File: src/rtl/adc_trig_pkg.sv
// Shared types and defaults for the ADC level trigger: state encoding,
// slope selection and the default bus/counter widths.
package adc_trig_pkg;

    localparam int DEF_DW  = 16;
    localparam int DEF_NCH = 8;
    localparam int DEF_CW  = 16;

    typedef enum logic [1:0] {
        IDLE  = 2'd0,
        PRIME = 2'd1,
        CROSS = 2'd2,
        HOLD  = 2'd3
    } trig_state_e;

    localparam logic SLOPE_RISE = 1'b0;
    localparam logic SLOPE_FALL = 1'b1;

endpackage

File: src/rtl/trig_compare.sv
// Two-stage sample pipe: stage 1 picks the channel, stage 2 holds the sample
// together with its primed/crossed flags, evaluated in widened signed math.
module trig_compare
    import adc_trig_pkg::*;
#(
    parameter int DW  = DEF_DW,
    parameter int NCH = DEF_NCH
) (
    input  logic                     clk,
    input  logic                     rst,
    input  logic [NCH*DW-1:0]        adc_data,
    input  logic [$clog2(NCH)-1:0]   chan_sel,
    input  logic [DW-1:0]            threshold,
    input  logic [DW-2:0]            hyst,
    input  logic                     slope,
    output logic [DW-1:0]            s2,
    output logic                     primed,
    output logic                     crossed
);

    localparam int XW = DW + 2;

    logic [DW-1:0]        s1_q, s1_d;
    logic [DW-1:0]        s2_q, s2_d;
    logic                 primed_q, primed_d;
    logic                 crossed_q, crossed_d;
    logic signed [XW-1:0] s1_x, thr_x, hyst_x, lo_x, hi_x;

    // Channel mux and level arithmetic; two guard bits keep threshold+/-hyst exact.
    always_comb begin
        s1_d   = adc_data[chan_sel*DW +: DW];
        s2_d   = s1_q;
        s1_x   = $signed({{2{s1_q[DW-1]}}, s1_q});
        thr_x  = $signed({{2{threshold[DW-1]}}, threshold});
        hyst_x = $signed({3'b000, hyst});
        lo_x   = thr_x - hyst_x;
        hi_x   = thr_x + hyst_x;
        if (slope == SLOPE_FALL) begin
            primed_d  = (s1_x >= hi_x);
            crossed_d = (s1_x <  thr_x);
        end else begin
            primed_d  = (s1_x <= lo_x);
            crossed_d = (s1_x >  thr_x);
        end
    end

    // Pipeline registers.
    always_ff @(posedge clk or posedge rst) begin
        if (rst) begin
            s1_q      <= {DW{1'b0}};
            s2_q      <= {DW{1'b0}};
            primed_q  <= 1'b0;
            crossed_q <= 1'b0;
        end else begin
            s1_q      <= s1_d;
            s2_q      <= s2_d;
            primed_q  <= primed_d;
            crossed_q <= crossed_d;
        end
    end

    assign s2      = s2_q;
    assign primed  = primed_q;
    assign crossed = crossed_q;

endmodule

File: src/rtl/adc_level_trigger.sv
// Self-triggering ADC front end: arm/prime/cross state machine with force,
// auto-timeout and holdoff, producing a single-cycle registered trig pulse.
module adc_level_trigger
    import adc_trig_pkg::*;
#(
    parameter int dw  = DEF_DW,
    parameter int nch = DEF_NCH,
    parameter int cw  = DEF_CW
) (
    input  logic                   adc_clk,
    input  logic                   rst,
    input  logic [nch*dw-1:0]      adc_data,
    input  logic [$clog2(nch)-1:0] chan_sel,
    input  logic [dw-1:0]          threshold,
    input  logic [dw-2:0]          hyst,
    input  logic                   slope,
    input  logic                   continuous,
    input  logic                   arm,
    input  logic                   disarm,
    input  logic                   force_trig,
    input  logic [cw-1:0]          auto_timeout,
    input  logic [cw-1:0]          holdoff,
    output logic                   trig,
    output logic                   armed,
    output logic [1:0]             state,
    output logic [15:0]            trig_count,
    output logic [dw-1:0]          trig_sample
);

    localparam logic [cw-1:0] CNT_ONE  = {{(cw-1){1'b0}}, 1'b1};
    localparam logic [cw-1:0] CNT_ZERO = {cw{1'b0}};
    localparam logic [cw-1:0] CNT_MAX  = {cw{1'b1}};

    logic [dw-1:0] s2_s;
    logic          primed_s, crossed_s;

    trig_state_e   state_q, state_d;
    logic          trig_q, trig_d;
    logic          armed_q, armed_d;
    logic [15:0]   trig_count_q, trig_count_d;
    logic [dw-1:0] trig_sample_q, trig_sample_d;
    logic [cw-1:0] arm_cnt_q, arm_cnt_d;
    logic [cw-1:0] hold_cnt_q, hold_cnt_d;

    logic [cw-1:0] arm_cnt_inc_s, hold_inc_s, hold_len_s;
    logic          timeout_s, fire_s;

    trig_compare #(.DW(dw), .NCH(nch)) u_cmp (
        .clk       (adc_clk),
        .rst       (rst),
        .adc_data  (adc_data),
        .chan_sel  (chan_sel),
        .threshold (threshold),
        .hyst      (hyst),
        .slope     (slope),
        .s2        (s2_s),
        .primed    (primed_s),
        .crossed   (crossed_s)
    );

    // Saturating counter increments, timeout match and effective holdoff length.
    always_comb begin
        arm_cnt_inc_s = (arm_cnt_q == CNT_MAX) ? arm_cnt_q : arm_cnt_q + CNT_ONE;
        hold_inc_s    = (hold_cnt_q == CNT_MAX) ? hold_cnt_q : hold_cnt_q + CNT_ONE;
        hold_len_s    = (holdoff == CNT_ZERO) ? CNT_ONE : holdoff;
        timeout_s     = (auto_timeout != CNT_ZERO) && (arm_cnt_inc_s == auto_timeout);
    end

    // Next-state logic: disarm outranks fire, fire outranks ordinary transitions.
    always_comb begin
        state_d       = state_q;
        trig_d        = 1'b0;
        trig_count_d  = trig_count_q;
        trig_sample_d = trig_sample_q;
        arm_cnt_d     = arm_cnt_q;
        hold_cnt_d    = hold_cnt_q;
        fire_s        = 1'b0;
        if (disarm) begin
            state_d = IDLE;
        end else begin
            case (state_q)
                IDLE: begin
                    if (arm) begin
                        state_d   = PRIME;
                        arm_cnt_d = CNT_ZERO;
                    end else begin
                        state_d = IDLE;
                    end
                end
                PRIME: begin
                    if (force_trig || timeout_s) begin
                        fire_s = 1'b1;
                    end else begin
                        arm_cnt_d = arm_cnt_inc_s;
                        state_d   = primed_s ? CROSS : PRIME;
                    end
                end
                CROSS: begin
                    if (force_trig || timeout_s || crossed_s) begin
                        fire_s = 1'b1;
                    end else begin
                        arm_cnt_d = arm_cnt_inc_s;
                    end
                end
                HOLD: begin
                    hold_cnt_d = hold_inc_s;
                    if (hold_inc_s >= hold_len_s) begin
                        state_d   = continuous ? PRIME : IDLE;
                        arm_cnt_d = CNT_ZERO;
                    end else begin
                        state_d = HOLD;
                    end
                end
                default: state_d = IDLE;
            endcase
            if (fire_s) begin
                trig_d        = 1'b1;
                trig_count_d  = trig_count_q + 16'd1;
                trig_sample_d = s2_s;
                state_d       = HOLD;
                hold_cnt_d    = CNT_ZERO;
            end else begin
                trig_d = 1'b0;
            end
        end
        armed_d = (state_d == PRIME) || (state_d == CROSS);
    end

    // State, counters and registered status outputs.
    always_ff @(posedge adc_clk or posedge rst) begin
        if (rst) begin
            state_q       <= IDLE;
            trig_q        <= 1'b0;
            armed_q       <= 1'b0;
            trig_count_q  <= 16'd0;
            trig_sample_q <= {dw{1'b0}};
            arm_cnt_q     <= CNT_ZERO;
            hold_cnt_q    <= CNT_ZERO;
        end else begin
            state_q       <= state_d;
            trig_q        <= trig_d;
            armed_q       <= armed_d;
            trig_count_q  <= trig_count_d;
            trig_sample_q <= trig_sample_d;
            arm_cnt_q     <= arm_cnt_d;
            hold_cnt_q    <= hold_cnt_d;
        end
    end

    assign trig        = trig_q;
    assign armed       = armed_q;
    assign state       = state_q;
    assign trig_count  = trig_count_q;
    assign trig_sample = trig_sample_q;

endmodule

File: config.mk
export PLATFORM = sky130hd
export DESIGN_NAME = adc_level_trigger
export DESIGN_NICKNAME = d
export VERILOG_FILES = /design/src/rtl/adc_trig_pkg.sv /design/src/rtl/trig_compare.sv /design/src/rtl/adc_level_trigger.sv
export SDC_FILE = /design/constraint.sdc
export NUM_CORES = 1
export LEC_CHECK = 0
export CORE_UTILIZATION = 51
export DETAILED_ROUTE_END_ITERATION = 8
export PLACE_DENSITY = 0.83
export SLEW_MARGIN = 10
export SYNTH_ARGS = -nofsm -noshare
export SYNTH_HDL_FRONTEND = slang
export SYNTH_SLANG_ARGS = --single-unit
File: constraint.sdc
create_clock -name adc_clk -period 4.85 [get_ports adc_clk]
set_input_delay 0.7275 -clock adc_clk [delete_from_list [all_inputs] [get_ports adc_clk]]
set_output_delay 0.7275 -clock adc_clk [all_outputs]
set_load 0.05 [all_outputs]
==> Implementation_results.wiki, run 1 <==
{| class="wikitable"
! Metric !! Value
|-
| Portion of the post-synthesis area used by sequential elements || 28.1%
|-
| Origin of the critical flop-to-flop path || hold_cnt_q[4]
|-
| Worst slew pin tran || 0.961 ns
|-
| Filler instances || 1374
|-
| Type of element launching the critical path || primary input
|-
| Library cell used as clock root buffer || sky130_fd_sc_hd__clkbuf_16
|-
| Total via count in the routed design || 8226
|-
| Sequential share of power || 34.2%
|-
| Wire length of the first global-routing pass || 39700 um
|-
| Core area || 17400 um^2
|-
| Highest Clock Rate || 0.220 GHz
|-
| Core occupancy in the finished layout || 69.2%
|-
| DR WL/cell || 17.4 um
|-
| Overall track demand over capacity in global routing || 28.1%
|-
| Die outline area || 18300 um^2
|-
| Max-capacitance violation count || 0
|-
| Start point of the worst min-delay path || u_cmp.s1_q[0]
|-
| Hold buffers post-CTS || 0
|-
| Capturing element type of the critical path || flop
|-
| Sequential cell area || 2550 um^2
|-
| Drt first-iter violations || 554
|-
| Initial core utilization || 52.3%
|-
| Unrepaired setup endpoints after global routing || no
|-
| Final hold viol count || 0
|-
| Synthesized area per cell || 9.40 um^2
|-
| Die outline width || 135 um
|-
| Power dissipated by switching net loads || 1190 uW
|-
| Number of antenna violations at the first check in global routing || 3
|-
| Clock power frac || 23.2%
|-
| Hold Crit Endpoint || u_cmp.s2[0]
|-
| H-tree levels || 3
|-
| Min Clock Period, post-route || 4.54 ns
|-
| Area share of the largest cell type after synthesis || 28.1%
|-
| Type of the tightest min-delay check || reg -> reg
|-
| Worst-case headroom to the max-slew limit || 35.9%
|-
| Static leakage || 0.00532 uW
|-
| Area of the multi-input gates || 6060 um^2
|-
| Number of buffers inserted during clock tree synthesis || 9
|-
| Post-route cell area || 12000 um^2
|-
| Logic depth of the worst register-to-register path || 19
|-
| Maximum number of buffers from clock root to sink || 2
|-
| Drt first pass iters || 5
|-
| Count of instances resized after the clock tree is built || 0
|-
| Number of flops mapped to enable cells by yosys || 0
|-
| Async S/R FF share, synth || 100%
|-
| Required time of the critical path || 5.13 ns
|-
| CP Class || in -> reg
|-
| Clock-pin transition on the worst setup and hold timing paths || 0.08 ns
|-
| Number of pins with negative max-slew slack in the final report || 0
|-
| PortBufs || 236
|-
| Number of post-CTS setup repair buffers || 0
|-
| Yosys reg bits || 102
|-
| Synth top cells by count || sky130_fd_sc_hd__ha_1 (104), sky130_fd_sc_hd__dfrtp_1 (102), sky130_fd_sc_hd__inv_1 (77)
|-
| Max rail drop VDD || 0.211 mV
|-
| Synthesized instance count || 966
|-
| Power Dens Cells || 264 nW/um^2
|-
| Post-DP HPWL || 20000 um
|-
| Setup-violating endpoint count in the final report || 0
|-
| Arrival time at the worst endpoint || 4.82 ns
|-
| Rows || 48
|-
| Leading register cell type out of synthesis || sky130_fd_sc_hd__dfrtp_1
|-
| Total overflow reported by the global router || 0
|-
| Worst r2r dst || arm_cnt_q[0]
|-
| Switching Share || 37.6%
|-
| Yosys Warn Count || 0
|-
| Cell type with the highest aggregate area in the netlist || sky130_fd_sc_hd__dfrtp_1
|-
| Minimum setup slack among reg-to-reg paths || 0.32 ns
|-
| TritonCTS clock tree || built
|-
| Period utilisation layout || 93.7%
|-
| Number of nets in the finished design || 1499
|-
| Share of total power in combinational logic || 42.7%
|-
| Worst setup skew after layout || 0.0108 ns
|-
| Outcome || completed
|-
| Hold path cells || 0
|-
| Dpl cell area || 11700 um^2
|-
| Most used standard cell by instance count after synthesis || sky130_fd_sc_hd__ha_1
|-
| Y dimension of the die || 135 um
|-
| Combined area of all synthesized cells || 9080 um^2
|-
| Count of unresolved DRC violations after routing || 0
|-
| Most area-consuming cells after synthesis || sky130_fd_sc_hd__dfrtp_1 (28%), sky130_fd_sc_hd__ha_1 (14%), sky130_fd_sc_hd__mux4_2 (7.9%)
|-
| Relative area change from synthesis to final layout || 32.3%
|-
| Number of unique standard cell types used by synthesis || 67
|-
| Vias in the first global route || 8091
|-
| Internal power summed over all cells || 1970 uW
|-
| Pin count of the biggest net entering global routing || 78
|-
| Gp weighted congestion || 0.972
|-
| Number of sinks driven by the clock tree || 102
|-
| Proportion of layout cells with a drive suffix above 1 || 10.0%
|-
| Crit-path max FO || 4
|-
| Post-route antenna net violation count || 0
|-
| Via density per instance || 5.77
|-
| Post-Synthesis Net Count || 1273
|-
| Boundary pin count || 237
|-
| Latest clock arrival within the worst-skew pair || 0.36 ns
|-
| Final wirelength || 24800 um
|}
[metal layers]
layer,track usage [%],routed length [um],vias up
met2,50.0,12800,322
met4,12.8,800,0
met3,3.93,1360,58
li1,-,-,3988
met5,0,0,-
met1,33.4,9860,3858
[sequential cells by signal (all words and copies together), names as in the netlist]
signal         cells
arm_cnt_q         16
armed              1
hold_cnt_q        16
state              2
trig               1
trig_count        16
trig_sample       16
u_cmp.crossed      1
u_cmp.primed       1
u_cmp.s1_q        16
u_cmp.s2          16
[power groups by stage]
stage | Clock [uW] | Sequential (uW) | Combinational [uW]
2_1_floorplan | 0 | 1250 | 677
3_3_place_gp | 0 | 1090 | 1310
3_5_place_dp | 0 | 1100 | 1340
4_1_cts | 748 | 1080 | 1350
5_1_grt | 787 | 1100 | 1480
6_report | 734 | 1080 | 1350
[how the worst max path moves through the flow]
stage,start,end,slack [ns],cells past startpoint
final,threshold[0],u_cmp.primed,0.31,22
after global routing,threshold[0],u_cmp.primed,0.03,22
after CTS,hold_cnt_q[4],arm_cnt_q[0],0.26,19
after detailed placement,hyst[0],u_cmp.primed,-0.12,21
after global placement,threshold[0],u_cmp.primed,-0.0009,22
after floorplan,hold_cnt_q[4],arm_cnt_q[3],0.49,22
[placed cells by master, fill, tap and decap left out, types with 5 or more instances in the layout]
cell and n:
sky130_fd_sc_hd__o21a_1 13, sky130_fd_sc_hd__and3_1 11, sky130_fd_sc_hd__nand2_1 68, sky130_fd_sc_hd__dfrtp_1 102, sky130_fd_sc_hd__a31oi_1 9, sky130_fd_sc_hd__a21oi_1 47, sky130_fd_sc_hd__nand4_1 26, sky130_fd_sc_hd__and4_1 8
sky130_fd_sc_hd__nor4_1 13, sky130_fd_sc_hd__buf_4 22, sky130_fd_sc_hd__nor2b_1 21, sky130_fd_sc_hd__mux2_2 35, sky130_fd_sc_hd__a22o_1 6, sky130_fd_sc_hd__nor2_1 56, sky130_fd_sc_hd__and2_1 8, sky130_fd_sc_hd__inv_1 76
sky130_fd_sc_hd__xor2_1 31, sky130_fd_sc_hd__clkbuf_16 9, sky130_fd_sc_hd__a21o_1 20, sky130_fd_sc_hd__o41ai_1 6, sky130_fd_sc_hd__a2bb2oi_1 5, sky130_fd_sc_hd__nand3_1 32, sky130_fd_sc_hd__nor3_1 23, sky130_fd_sc_hd__o211ai_1 7
sky130_fd_sc_hd__ha_1 104, sky130_fd_sc_hd__nand2b_1 14, sky130_fd_sc_hd__xnor2_1 45, sky130_fd_sc_hd__mux4_2 32, sky130_fd_sc_hd__o21ai_0 32, sky130_fd_sc_hd__or3_1 6, sky130_fd_sc_hd__clkdlybuf4s50_1 235
[critical path, stage by stage]
cell	delay [ns]
sky130_fd_sc_hd__clkdlybuf4s50_1	0.48
sky130_fd_sc_hd__buf_4	0.11
sky130_fd_sc_hd__inv_1	0.03
sky130_fd_sc_hd__ha_1	0.22
sky130_fd_sc_hd__fa_1	0.41
sky130_fd_sc_hd__nor2b_1	0.13
sky130_fd_sc_hd__o21ai_0	0.10
sky130_fd_sc_hd__a21oi_1	0.19
sky130_fd_sc_hd__o21ai_0	0.13
sky130_fd_sc_hd__a21oi_1	0.18
sky130_fd_sc_hd__o21ai_0	0.09
sky130_fd_sc_hd__nand2b_1	0.19
sky130_fd_sc_hd__a311o_1	0.24
sky130_fd_sc_hd__a31oi_1	0.11
sky130_fd_sc_hd__xnor2_1	0.19
sky130_fd_sc_hd__ha_1	0.28
sky130_fd_sc_hd__a21o_1	0.16
sky130_fd_sc_hd__a211oi_1	0.21
sky130_fd_sc_hd__o21ai_0	0.11
sky130_fd_sc_hd__a21o_1	0.16
sky130_fd_sc_hd__a311o_1	0.30
sky130_fd_sc_hd__o221ai_1	0.08
[cells by family (layout without fill, tap and decap cells)]
kind of cell	after synthesis	after routing	share of synthesized area, %
AND/OR/NAND/NOR	301	301	17.4
AO/OA/AOI/OAI	191	191	14.5
buffers and inverters	120	351	5.25
adder cells (fa/ha/maj)	106	106	14.8
flip-flops	102	102	28.1
XOR/XNOR	76	76	7.33
multiplexers	70	70	12.6
other	0	3	0
[metrics by stage]
stage / std cells / setup WS [ns] / TNS, ns / hold slack (ns) / power [uW]
2_1_floorplan: 966 / 0.490 / 0 / 0.354 / 1930
5_1_grt: 1425 / 0.0265 / 0 / 0.430 / 3360
3_5_place_dp: 1406 / -0.115 / -0.115 / 0.407 / 2440
3_3_place_gp: 1406 / -0.000893 / -0.000893 / 0.399 / 2400
4_1_cts: 1422 / 0.262 / 0 / 0.425 / 3180
6_report: 1425 / 0.307 / 0 / 0.423 / 3170
[layout make-up]
cell class              instances  share of cell area (%)
clock buffers                   9                    1.88
clock inverters                 7                   0.583
flip-flops and latches        102                    21.3
diodes                          3                  0.0625
repair buffers                258                    21.0
multi-input cells             744                    50.4
inverters                      77                    2.43
well taps                     225                    2.34
Power figures use the tool's default switching activity.
==> run 2, diff against run 1 <==
--- a/config.mk
+++ b/config.mk
@@ -12,3 +12,4 @@
 export SYNTH_ARGS = -nofsm -noshare
 export SYNTH_HDL_FRONTEND = slang
 export SYNTH_SLANG_ARGS = --single-unit
+export TNS_END_PERCENT = 1
==> results of run 2 <==
The final DEF is identical to that of run 1; final timing and power are the same.
